==> src/rtl/pacote_mips.sv <==
// pacote_mips: shared processor constants (data widths, load/store FSM state encoding)
package pacote_mips;
    localparam int LARGURA_PALAVRA = 16;
    localparam int LARGURA_BYTE    = 8;
    localparam logic [2:0] OCIOSO      = 3'd0;
    localparam logic [2:0] LEITURA     = 3'd1;
    localparam logic [2:0] RMW_LEITURA = 3'd2;
    localparam logic [2:0] ESCRITA     = 3'd3;
    localparam logic [2:0] RESPOSTA    = 3'd4;
endpackage

==> src/rtl/alinhador_byte.sv <==
// alinhador_byte: byte lane extraction, sign/zero extension and byte merge
//   palavra_lida     : aligned 16-bit word read from memory
//   lane             : byte lane (address bit 0), 1 = upper byte
//   op_byte          : 1 = byte access, 0 = 16-bit access
//   com_sinal        : 1 = sign-extend byte loads
//   byte_novo        : byte to be stored
//   resultado_carga  : formatted load result
//   palavra_mesclada : read word with the selected lane replaced by byte_novo
module alinhador_byte
    import pacote_mips::*;
(
    input  logic [LARGURA_PALAVRA-1:0] palavra_lida,
    input  logic                       lane,
    input  logic                       op_byte,
    input  logic                       com_sinal,
    input  logic [LARGURA_BYTE-1:0]    byte_novo,
    output logic [LARGURA_PALAVRA-1:0] resultado_carga,
    output logic [LARGURA_PALAVRA-1:0] palavra_mesclada
);
    logic [LARGURA_BYTE-1:0] byte_sel;
    always_comb begin
        byte_sel         = lane ? palavra_lida[15:8] : palavra_lida[7:0];
        resultado_carga  = op_byte ? {{LARGURA_BYTE{com_sinal & byte_sel[7]}}, byte_sel} : palavra_lida;
        palavra_mesclada = lane ? {byte_novo, palavra_lida[7:0]} : {palavra_lida[15:8], byte_novo};
    end
endmodule

==> src/rtl/unidade_load_store.sv <==
// unidade_load_store: load/store unit with byte/halfword access, sign extension and byte-store read-modify-write
//   clock, reset          : clock and synchronous active-high reset
//   req, op_escrita, op_byte, com_sinal, endereco, dado_in : request from the pipeline (sampled while pronto)
//   pronto, concluido, erro_acesso, dado_out               : handshake and load result
//   mem_*                 : data memory port (combinational read, posedge write, little-endian)
module unidade_load_store
    import pacote_mips::*;
#(
    parameter logic [15:0] LIMITE_ENDERECO = 16'h00FF
) (
    input  logic                       clock,
    input  logic                       reset,
    input  logic                       req,
    input  logic                       op_escrita,
    input  logic                       op_byte,
    input  logic                       com_sinal,
    input  logic [LARGURA_PALAVRA-1:0] endereco,
    input  logic [LARGURA_PALAVRA-1:0] dado_in,
    output logic                       pronto,
    output logic                       concluido,
    output logic                       erro_acesso,
    output logic [LARGURA_PALAVRA-1:0] dado_out,
    output logic                       mem_permisao_escrita,
    output logic                       mem_permisao_leitura,
    output logic [LARGURA_PALAVRA-1:0] mem_endereco,
    output logic [LARGURA_PALAVRA-1:0] mem_dado_escrita,
    input  logic [LARGURA_PALAVRA-1:0] mem_dado_leitura
);
    logic [2:0]                 estado;
    logic                       escrita_reg;
    logic                       byte_reg;
    logic                       sinal_reg;
    logic                       erro_reg;
    logic [LARGURA_PALAVRA-1:0] addr_reg;
    logic [LARGURA_PALAVRA-1:0] dado_reg;
    logic [LARGURA_PALAVRA-1:0] mesclada_reg;
    logic [LARGURA_PALAVRA-1:0] resultado_carga;
    logic [LARGURA_PALAVRA-1:0] palavra_mesclada;
    logic                       rejeita;

    alinhador_byte u_alinhador (
        .palavra_lida     (mem_dado_leitura),
        .lane             (addr_reg[0]),
        .op_byte          (byte_reg),
        .com_sinal        (sinal_reg),
        .byte_novo        (dado_reg[LARGURA_BYTE-1:0]),
        .resultado_carga  (resultado_carga),
        .palavra_mesclada (palavra_mesclada)
    );

    // Out of range, or a misaligned 16-bit access.
    assign rejeita = (endereco > LIMITE_ENDERECO) | (~op_byte & endereco[0]);

    always_comb begin
        pronto               = estado == OCIOSO;
        concluido            = estado == RESPOSTA;
        erro_acesso          = concluido & erro_reg;
        mem_endereco         = {addr_reg[15:1], 1'b0};
        mem_permisao_leitura = (estado == LEITURA) | (estado == RMW_LEITURA);
        // Reset gates the write strobe so a reset edge can never commit a write.
        mem_permisao_escrita = (estado == ESCRITA) & ~reset;
        mem_dado_escrita     = mem_permisao_escrita ? (byte_reg ? mesclada_reg : dado_reg) : '0;
    end

    always_ff @(posedge clock) begin
        if (reset) begin
            estado   <= OCIOSO;
            dado_out <= '0;
            erro_reg <= 1'b0;
        end else begin
            case (estado)
                OCIOSO: if (req) begin
                    escrita_reg <= op_escrita;
                    byte_reg    <= op_byte;
                    sinal_reg   <= com_sinal;
                    addr_reg    <= endereco;
                    dado_reg    <= dado_in;
                    erro_reg    <= rejeita;
                    estado      <= rejeita ? RESPOSTA : ~op_escrita ? LEITURA : op_byte ? RMW_LEITURA : ESCRITA;
                end
                LEITURA: begin
                    dado_out <= resultado_carga;
                    estado   <= RESPOSTA;
                end
                RMW_LEITURA: begin
                    mesclada_reg <= palavra_mesclada;
                    estado       <= ESCRITA;
                end
                ESCRITA: estado <= RESPOSTA;
                default: estado <= OCIOSO;
            endcase
        end
    end
endmodule
==> config.mk <==
export PLATFORM = sky130hd
export DESIGN_NAME = unidade_load_store
export DESIGN_NICKNAME = d
export VERILOG_FILES = /design/src/rtl/pacote_mips.sv /design/src/rtl/alinhador_byte.sv /design/src/rtl/unidade_load_store.sv
export SDC_FILE = /design/constraint.sdc
export NUM_CORES = 1
export LEC_CHECK = 0
export ABC_AREA = 1
export BUFFER_PORTS_ARGS = -buffer_cell sky130_fd_sc_hd__buf_2
export CAP_MARGIN = 40
export CORE_MARGIN = 2
export CORE_UTILIZATION = 43
export CTS_CLUSTER_SIZE = 8
export DETAILED_ROUTE_END_ITERATION = 16
export PLACE_DENSITY = 0.67
export SYNTH_ARGS = -nofsm -noshare
export SYNTH_HDL_FRONTEND = slang
export SYNTH_SLANG_ARGS = --single-unit
export TNS_END_PERCENT = 30
==> constraint.sdc <==
create_clock -name clock -period 7 [get_ports clock]
set_input_delay 1.4 -clock clock [delete_from_list [all_inputs] [get_ports clock]]
set_output_delay 1.4 -clock clock [all_outputs]
set_load 0.1 [all_outputs]
==> results of run 1 <==
-- through the flow --
step           utilization (%)  instances
5_1_grt                   56.9        472
2_1_floorplan                -        283
3_3_place_gp              53.7        455
4_1_cts                   56.9        472
3_5_place_dp              53.8        456
6_report                  56.9        472
-- area by class of cell --
| class | count | area (um^2) | area share, % |
|---|---|---|---|
| Multi-Input combinational cell | 188 | 882 | 24.0 |
| Tap cell | 77 | 96.3 | 2.62 |
| Inverter | 13 | 48.8 | 1.33 |
| Clock inverter | 3 | 15.0 | 0.409 |
| Sequential cell | 70 | 1900 | 51.8 |
| Timing Repair Buffer | 108 | 548 | 14.9 |
| Clock buffer | 13 | 180 | 4.91 |
-- worst min-delay path by stage --
stage / cells after the start / slack (ns) / end / startpoint
6_report: 2 / 0.55 / dado_out[8]$_SDFFE_PP0P_ / dado_out[8]$_SDFFE_PP0P_
5_1_grt: 2 / 0.59 / dado_out[8]$_SDFFE_PP0P_ / dado_out[8]$_SDFFE_PP0P_
4_1_cts: 2 / 0.55 / dado_out[8]$_SDFFE_PP0P_ / dado_out[8]$_SDFFE_PP0P_
3_5_place_dp: 2 / 0.53 / erro_reg$_SDFFE_PP0P_ / erro_reg$_SDFFE_PP0P_
3_3_place_gp: 2 / 0.52 / dado_out[6]$_SDFFE_PP0P_ / dado_out[6]$_SDFFE_PP0P_
2_1_floorplan: 2 / 0.49 / erro_reg$_SDFFE_PP0P_ / erro_reg$_SDFFE_PP0P_
-- tightest hold or removal path, stage by stage (launching register included) --
cell and delay (ns):
sky130_fd_sc_hd__dfxtp_1 0.31, sky130_fd_sc_hd__o21ai_0 0.14, sky130_fd_sc_hd__a21oi_1 0.05
-- logic make-up (layout without fill, tap and decap cells) --
group | count (synthesis) | count (layout)
buf+inv | 25 | 137
compound gates | 73 | 73
other cells | 1 | 1
simple gates | 114 | 114
flops | 70 | 70
-- cells in the final DEF (no fill, tap or decap), drive strengths merged --
master	count
nand2	98
dfxtp	20
clkinv	3
a21oi	52
o21bai	1
nor3b	1
and2	1
nor2	8
buf	108
nand3	3
o21ai	20
inv	13
clkbuf	13
conb	1
edfxtp	50
nor3	3
-- per-layer routing --
layer / track usage, % / vias to the layer above / routed length, um
li1: - / 1174 / -
met1: 25.9 / 1085 / 3190
met2: 29.6 / 85 / 3160
met3: 4.86 / 9 / 457
met4: 8.95 / 0 / 133
met5: 0 / - / 0
-- power by group through the flow --
stage	clock [W]	combinational [W]	sequential, W
floorplan	0	0.0000373	0.000496
global placement	0	0.0000909	0.000471
detailed placement	0	0.0000924	0.000471
CTS	0.000320	0.0000926	0.000462
global route	0.000342	0.0000985	0.000463
finish	0.000313	0.0000922	0.000462
==> results.txt, run 1 <==
Counting stages on the worst path, the most repeated cell is sky130_fd_sc_hd__buf_2. The max-slew headroom at the worst pin came out at 56.0%. The critical path runs through a total of 5 cells. Setup slack on the critical path of the routed design comes to 3.03 ns. For the static power due to leakage, the log shows 1.67 nW. Of the total synthesized cell area, the portion taken by AND, OR, NAND and NOR gates is 16.1%. Walking the worst path, the cells encountered are buf_2 > nor3_4 > inv_2 > a21oi_1 > buf_2. For the pre-CTS setup slack, the log shows 3.03 ns.

Setup violations remaining at the end of the flow were counted as 0. Along the worst path, the maximum fanout reaches 16. The residual overflow from global routing is 0. The tools report the number of violations reported at the end of detailed-routing iteration 0 as 146. The flow ran to the end, and the final reports show no timing, DRC or antenna violations. At the worst endpoint, the required time is 5.60 ns. The flip-flop cell with the highest count after synthesis is sky130_fd_sc_hd__edfxtp_1. In this design, the stage delay of the slowest critical-path cell is 0.45 ns. The H-tree was split into 3 levels. The worst reg2reg path startpoint is estado[0]$_SDFFE_PP0P_.

For this design, the slowest cell found on the critical path is sky130_fd_sc_hd__buf_2. Of the total power, combinational logic draws 10.6%. The synthesized netlist devotes 14.0% of its cell area to compound gates. The mean area per synthesized cell was 10.3 um^2. Setup total negative slack on the finished layout was measured at 0 ns. Input and output buffers added on the ports amount to 105. The remaining antenna violation count after routing was 0; the total standard cell area after synthesis was 0.00291 mm^2. TritonCTS built the clock tree. For this run, the top clock speed supported by timing is 252 MHz.

In this run, flip-flops and latches consume 53.3% of the power. In this run the register-to-register setup slack is 5.29 ns. Summed over all nets, the half-perimeter wirelength after detailed placement is 4940 um. The combinational family with the most area after synthesis was simple AND/OR/NAND/NOR gates.

In the post-synthesis netlist, the biggest area contributors are sky130_fd_sc_hd__edfxtp_1, sky130_fd_sc_hd__dfxtp_1, sky130_fd_sc_hd__nand2_1, sky130_fd_sc_hd__a21oi_1, sky130_fd_sc_hd__o21ai_0. The run gives 9 as the number of buffers created by CTS. The final-report hold violation count is 0, and the routability congestion estimate from global placement is 0.779. Summed over all layers, the routed wires come to 6940 um.

Cell chosen for the clock root: sky130_fd_sc_hd__clkbuf_8. Time the worst path needs with I/O delays and setup: 3.97 ns. The worst-case IR drop observed on VDD is 0.173 mV. The logs give 10700 um for the wire length of the first global-routing pass and 0 for the number of design rule violations left after detail routing.

The critical path ends at mem_dado_escrita[2]. After Yosys synthesis, full adders, half adders and majority gates account for 0% of the synthesized area. The overall power of the completed layout is 0.000867 W, and the count of cells along the worst register-to-register path is 4. Setup repair after global routing left no endpoint under its margin. The die span in y is 86.2 um. Classification of the worst-slack hold path: reg -> reg. The via density per instance came out at 4.99.

When the netlist entered floorplanning its net count stood at 337. The area of the placeable core was 0.00646 mm^2. The logs give 19.3% for the total global routing track utilization and 0.546 ns for the final worst hold slack. The transition time of the tightest slew-check pin came out at 0.660 ns. The clock arrives with 0.00890 ns of skew.

The floorplan die area is 0.00743 mm^2, and the count of warnings emitted by yosys is 0. The I/O pin count came out at 107. The sum of buffers and inverters on the critical path works out to 3. The most common cell in the netlist is sky130_fd_sc_hd__nand2_1. In the synthesized netlist the async set-or-reset flop fraction comes to 0%. In the synthesized netlist, mux cells make up 0% of the area.

Measured along the x axis, the die boundary spans 86.2 um. The logs give 0 for the number of slew-limit violations in the final report and 0 for the count of instances resized after the clock tree is built. The net count of the finished layout is 444. The commonest cells after synthesis are sky130_fd_sc_hd__nand2_1, sky130_fd_sc_hd__edfxtp_1, sky130_fd_sc_hd__a21oi_1, sky130_fd_sc_hd__dfxtp_1, sky130_fd_sc_hd__o21ai_0. The kind of cell adding the most delay to the critical path is buffers and inverters. Maximum buffer depth of the clock tree: 2. For this configuration, the core starts out at a cell density of 45.0%. The post-synthesis to final-layout area growth works out to 26.4%. The top cell type by area accounts for 51.7% of the synthesized area. The synthesized design contains 50 enable-type register cells. The critical path arrival was 2.57 ns. The endpoint identified for the worst register-to-register timing path is addr_reg[5]$_DFFE_PP_. The area of placed instances came out at 0.00348 mm^2.

Final clock period utilization by the worst path: 56.7%. Pin count of the biggest net entering global routing: 26. The cell type with the largest total area after synthesis is sky130_fd_sc_hd__edfxtp_1. The critical path starts at reset. The share of post-route cells with drive strength above 1 was 35.4%.

Number of global-route vias before repair: 2188. Clock share of power: 36.1%. Synthesis inferred 70 register bits. By startpoint and endpoint, the worst setup path is classified as in -> out. The initial antenna violation count was 0.

For this run, the register share of the synthesized area comes to 65.5%. After Yosys synthesis, XOR and XNOR cells account for 0% of the synthesized area. CTS saw 70 sinks.

The number of hold buffers added after CTS was 0. The first TritonRoute pass finished after 4 iterations. Power spread over the standard cell area amounts to 236 mW/mm^2.

In this run, distinct cell masters in the synthesized netlist total 22. Row generation in the floorplan step produced 29 rows. Of the total power, the share spent switching nets is 25.5%.

At the later pin of the worst-skew pair, clock insertion delay measures 0.34 ns. STA classifies the critical path startpoint as a primary input. The logs give 600 for the layout filler cell count and 0.000221 W for the power spent charging and discharging nets. Synthesis handed over a netlist of 283 instances. The wire length per cell after detailed routing works out to 14.7 um.

STA classifies the critical path endpoint as an output port. Across the run, the number of max-cap violations was 0. For the final design instance area without fill, the log shows 0.00367 mm^2. The cell-internal power was 0.000645 W. The logs give 2353 for the via total after detailed routing and 0 for the number of antenna repair diodes. After clock tree synthesis, the clock-pin slew on the worst setup and hold paths is 0.07 ns. The buffers inserted during post-CTS setup optimization is 0.
Power figures use the tool's default switching activity.
==> run 2, diff against run 1 <==
- PLACE_DENSITY: 0.67 -> 0.7
- clock period: 7 -> 3.2 ns (I/O delays scaled with it)
==> results.txt, run 2 (same netlist as run 1, synthesis figures left out) <==
The post-synthesis to final-layout area growth works out to 26.2%. In this run the horizontal extent of the chip is 86.2 um. The tools report the startpoint of the most critical setup path as estado[0]$_SDFFE_PP0P_. After floorplanning, the core was divided into 29 placement rows. The via total after detailed routing was 2371. The routability congestion estimate from global placement was 0.803. The first global-routing pass estimated 10800 um of wire. The critical path data required time is 2.56 ns, and the ratio of total power to cell area is 513 mW/mm^2. At the worst endpoint, the arrival time is 1.91 ns.

Most frequent standard cell in the layout excluding fill and tap cells: sky130_fd_sc_hd__buf_2. The run gives 0.00646 mm^2 as the area of the placeable core. Wires add up to 6970 um. The sum of buffers and inverters on the critical path is 2, and the maximum buffer depth of the clock tree is 2.

The final count of negative-setup-slack endpoints was 0; the final-report hold violation count was 0. The count of buffers added on input and output ports is 105. The worst setup path is of the reg -> out kind.

Final hold analysis gives a worst-case slack of 0.468 ns. For the worst-case vdd ir drop, the log shows 0.282 mV. The number of gates resized after CTS was 0. CTS saw 70 sinks.

In the routed layout, each cell is associated on average with a via count of 5.03. The signal on the critical path passes through nand2_2 > nor3_4 > inv_2 > a21oi_1 > buf_2. The worst setup path is captured at an output port. The flow ran to the end, and the final reports show no timing, DRC or antenna violations. Dividing the final minimum period by the clock period gives 79.6%. The number of slew-limit violations in the final report is 0, and the residual overflow from global routing is 0. The HPWL after detailed placement is 4900 um. The startpoint identified for the worst register-to-register timing path is estado[0]$_SDFFE_PP0P_. The effective utilization at floorplan was 45.0%. The worst setup path is launched from a register.

Across the run, the number of max-cap violations was 0. Once detail routing completed, the nets flagged for antenna violations numbered 0. The tools report the cell chosen for the clock root as sky130_fd_sc_hd__clkbuf_8. The kind of cell adding the most delay to the critical path was buffers and inverters.

The first detailed-routing pass ran for 6 iterations. The number of hold buffers added after CTS was 0. The transition time of the tightest slew-check pin was 0.604 ns. The wire length per cell after detailed routing is 14.8 um, and the max-slew headroom at the worst pin is 59.7%.

The tools report the initial antenna violation count as 0. Leaving out fill and tap cells, the most frequent cells in the layout are sky130_fd_sc_hd__buf_2, sky130_fd_sc_hd__nand2_1, sky130_fd_sc_hd__edfxtp_1. 0 antenna diodes ended up in the layout. The routed design could run at a clock period as short as 2.55 ns. Entering global routing, the biggest net connects 35 pins. The launch point of the worst hold path was dado_in[6]. The post-route netlist has 35.3% of its cells at a drive strength greater than 1.

Total power for the finished layout comes to 0.00188 W. The number of clock buffers added by TritonCTS is 9. The logs give 0.00891 ns for the largest clock skew in the final design and 2207 for the number of global-route vias before repair. The run gives 56.8% as the fraction of the core area covered by cells at the end of the flow. The die span in y was 86.2 um.

Clock slew seen by the registers of the worst setup and hold paths: 0.07 ns. Post-CTS timing repair inserted 0 buffers for setup. Pin placement for this block handled 107 I/O pins.

The slowest stage of the critical path is the sky130_fd_sc_hd__dfxtp_1 cell. The clock reaches the later pin of the worst-skew pair after 0.34 ns. In this run the worst path has a maximum fanout of 16. Setup repair after global routing left no endpoint under its margin. The tools report the number of design rule violations left after detail routing as 0. The classification of the worst-slack hold path was in -> reg. The area of placed instances was 0.00349 mm^2. Based on the critical path, the design can be clocked at up to 393 MHz. The detailed router finished its first iteration with 156 violations.

TritonCTS built the clock tree. The final design instance area without fill was 0.00367 mm^2; the floorplan die area was 0.00743 mm^2. The H-tree generated during clock tree synthesis spans 3 levels.

The logs give 19.0% for the total global routing track utilization and 1.66 nW for the static power due to leakage. At the end of the flow, the number of nets in the layout was 444. On the worst path, the slowest cell contributes a delay of 0.46 ns.
[run 2: changes by cell type in the layout (fill, tap and decap cells not counted)]
| cell | previous run | this run |
|---|---|---|
| sky130_fd_sc_hd__clkinv_1 | 0 | 1 |
| sky130_fd_sc_hd__clkbuf_8 | 11 | 9 |
| sky130_fd_sc_hd__clkinv_2 | 3 | 2 |
| sky130_fd_sc_hd__nor3_1 | 1 | 0 |
| sky130_fd_sc_hd__nor3_4 | 1 | 2 |
| sky130_fd_sc_hd__clkinvlp_4 | 0 | 1 |
| sky130_fd_sc_hd__clkbuf_16 | 1 | 0 |
| sky130_fd_sc_hd__bufinv_16 | 0 | 1 |
[run 2: worst paths after layout]
check | to | slack, ns | cells past startpoint
worst min register to register | dado_out[14]$_SDFFE_PP0P_ | 0.55 | 2
worst min-delay path | dado_reg[6]$_DFFE_PP_ | 0.47 | 1
worst max-delay path | mem_dado_escrita[4] | 0.65 | 5
worst max register to register | addr_reg[3]$_DFFE_PP_ | 1.51 | 4
[run 2: worst reg2reg max path: stages (launching register included)]
cell and delay, ns:
sky130_fd_sc_hd__dfxtp_1 0.38, sky130_fd_sc_hd__nor2_1 0.20, sky130_fd_sc_hd__nand2_1 0.18, sky130_fd_sc_hd__nor3_4 0.14, sky130_fd_sc_hd__buf_4 0.41
[run 2: final cells by class]
type	count	area (um^2)
timing repair buffer	108	548
tap	77	96.3
inverter	13	48.8
fill	585	2790
sequential	70	1900
multi-input combinational	188	893
clock buffer	10	128
clock inverter	5	51.3
[run 2: stage by stage]
step                setup TNS [ns]  setup slack (ns)  std cells
global route                     0             0.534        471
detailed placement               0             0.749        456
CTS                              0             0.653        471
floorplan                    -4.40            -0.577        283
finish                           0             0.654        471
global placement                 0             0.806        456
[run 2: where the power goes]
group	leakage [nW]	switching, W	internal [W]
logic	0.946	0.000158	0.0000484
registers	0.622	0.0000106	0.000997
clock network	0.0896	0.000316	0.000350
[run 2: routing by layer]
layer / up-vias / GRT usage (%) / wire [um]
li1: 1174 / - / -
met1: 1078 / 25.9 / 3100
met2: 109 / 29.4 / 3120
met5: - / 0 / 0
met3: 10 / 4.95 / 629
met4: 0 / 7.67 / 116
==> run 3, diff against run 2 <==
- PLACE_DENSITY: 0.7 -> 0.67
- clock period: 3.2 -> 2.4 ns (I/O delays scaled with it)
==> results.txt, run 3 (same netlist as run 1, synthesis figures left out) <==
At the pin with the least slew margin, the transition time is 0.599 ns. The initial utilization of the core area, before any placement, comes to 45.0%. The buffers inserted during post-CTS setup optimization was 0; the post-synthesis to final-layout area growth was 38.6%. The final critical path takes up 90.2% of the cycle. The tools report the type of destination of the critical path as an output port. Internal power comes to 0.00175 W. The logs give 19.8% for the total global routing track utilization and 0 for the final count of negative-setup-slack endpoints. The initial antenna violation count was 0; the H-tree level count was 3. Clock slew seen by the registers of the worst setup and hold paths: 0.07 ns. The clock sink count is 70. TritonCTS built the clock tree. The logs give 0.0101 ns for the largest clock skew in the final design and 31.4% for the met2 track demand over resource. The run finished with clean final reports. After detailed routing, the number of vias per cell comes to 4.99.

Element type at the critical path start: a register. Timing analysis after detailed placement gives a worst setup slack of 0.428 ns. Detailed placement ended at an HPWL of 5140 um. In the layout the commonest cells are sky130_fd_sc_hd__nand2_1, sky130_fd_sc_hd__buf_2, sky130_fd_sc_hd__edfxtp_1. At the worst endpoint, the required time is 1.92 ns. The clock reaches the later pin of the worst-skew pair after 0.33 ns. Entering global routing, the biggest net connects 35 pins. Across the run, the number of max-cap violations was 0. The number of global-route vias before repair is 2231, and the time the worst path needs with I/O delays and setup is 2.16 ns. The wire length per cell after detailed routing came out at 15.0 um. The logs give 0 for the remaining antenna violation count after routing and 0.317 ns for the final worst hold slack. The tools report the number of search-and-repair iterations in the first detailed-routing pass as 4. The final layout contains routed wiring with a total length of 7040 um. The highest-utilization routing layer at the global route stage is met2. Measured against its own limit, the worst slew margin works out to 60.1%.

Static timing analysis puts the maximum clock frequency at 462 MHz. The number of buffers created by CTS came out at 9. The count of input and output buffers is 105, and the die boundary width is 86.2 um. In this run, post-CTS hold repair placed 0 buffers. The routed layout has 2343 vias. The critical path arrival was 1.68 ns; the share of post-route cells with drive strength above 1 was 37.2%.

The library cell used most frequently in the layout, excluding fill and tap cells, is sky130_fd_sc_hd__nand2_1. The number of slew-limit violations in the final report came out at 0. The number of core rows is 29, and the clock share of power is 31.6%.

The die is 86.2 um tall. Once the clock tree was built, the resizer swapped 0 gates to a different size. After global routing the overflow that remains totals 0. Critical path start-end classification: reg -> out.

The congestion estimate from routability-driven global placement came to 0.802. The ratio of total power to cell area was 590 mW/mm^2; the total number of nets in the final design was 444. Of the total power, the share spent switching nets is 26.3%. Number of violations reported at the end of detailed-routing iteration 0: 90. In the routed design, unresolved DRC markers number 0.

The logs give 5.33% for the met3 demand-to-capacity share in global routing and 0.00388 mm^2 for the area of placed instances. The combinational share of power came out at 11.9%. The analysis attributes to net switching a power of 0.000624 W.

The run gives 0.340 mV as the worst-case vdd ir drop. In this run the worst path has a maximum fanout of 16. After layout, the design draws a total of 0.00238 W. In this run the clock root is driven by a sky130_fd_sc_hd__clkbuf_8. The run gives 0 as the number of antenna repair diodes.

The static power due to leakage was 1.69 nW. The final design instance area without fill came out at 0.00403 mm^2. In the post-route analysis, the smallest setup slack over all paths is 0.236 ns. Classification of the worst-slack hold path: in -> reg. Setup repair after global routing left no endpoint under its margin. Registers are responsible for 56.5% of the overall power.

The core region is 0.00646 mm^2. The I/O pin count is 107. The met1 usage in global routing is 26.2%. Final-report hold violation count: 0. The floorplan die area was 0.00743 mm^2; the maximum buffer depth of the clock tree was 2. The tools report the wire length of the first global-routing pass as 11300 um.
## run 3: worst max-delay path: stages (launching register included)
cell	delay, ns
sky130_fd_sc_hd__dfxtp_1	0.42
sky130_fd_sc_hd__inv_2	0.10
sky130_fd_sc_hd__nor3_4	0.21
sky130_fd_sc_hd__inv_4	0.19
sky130_fd_sc_hd__a21oi_4	0.21
sky130_fd_sc_hd__buf_12	0.19
## run 3: per-stage QoR
| stage | std cells | util (%) | setup TNS (ns) |
|---|---|---|---|
| CTS | 470 | 62.3 | 0 |
| detailed placement | 456 | 60.1 | 0 |
| global placement | 456 | 60.1 | 0 |
| global route | 470 | 62.3 | 0 |
| finish | 470 | 62.3 | 0 |
| floorplan | 283 | - | -5.85 |
## run 3: area by class of cell
type,instances,area (um^2)
Clock buffer,11,131
Clock inverter,3,13.8
Fill cell,537,2430
Inverter,13,51.3
Multi-Input combinational cell,188,1040
Sequential cell,70,1900
Tap cell,77,96.3
Timing Repair Buffer,108,788
## run 3: power by group through the flow
| stage | Sequential [W] | Clock (W) | Combinational (W) |
|---|---|---|---|
| final | 0.00134 | 0.000751 | 0.000282 |
| after global routing | 0.00135 | 0.000819 | 0.000303 |
| after CTS | 0.00134 | 0.000769 | 0.000285 |
| after detailed placement | 0.00137 | 0 | 0.000284 |
| after global placement | 0.00137 | 0 | 0.000280 |
| after floorplan | 0.00144 | 0 | 0.000119 |
## run 3: final timing paths
kind	start	end	slack (ns)	cells after the start
worst min register to register	erro_reg$_SDFFE_PP0P_	erro_reg$_SDFFE_PP0P_	0.54	2
worst max-delay path	estado[1]$_SDFFE_PP0P_	mem_dado_escrita[3]	0.24	5
worst min-delay path	dado_in[15]	dado_reg[15]$_DFFE_PP_	0.32	1
worst max register to register	estado[0]$_SDFFE_PP0P_	dado_reg[8]$_DFFE_PP_	0.74	4
## run 3: layer usage
metal  vias up  wire [um]
li1       1173          -
met1      1070       3110
met2        88       3330
met3        12        490
met4         0        115
met5         -          0
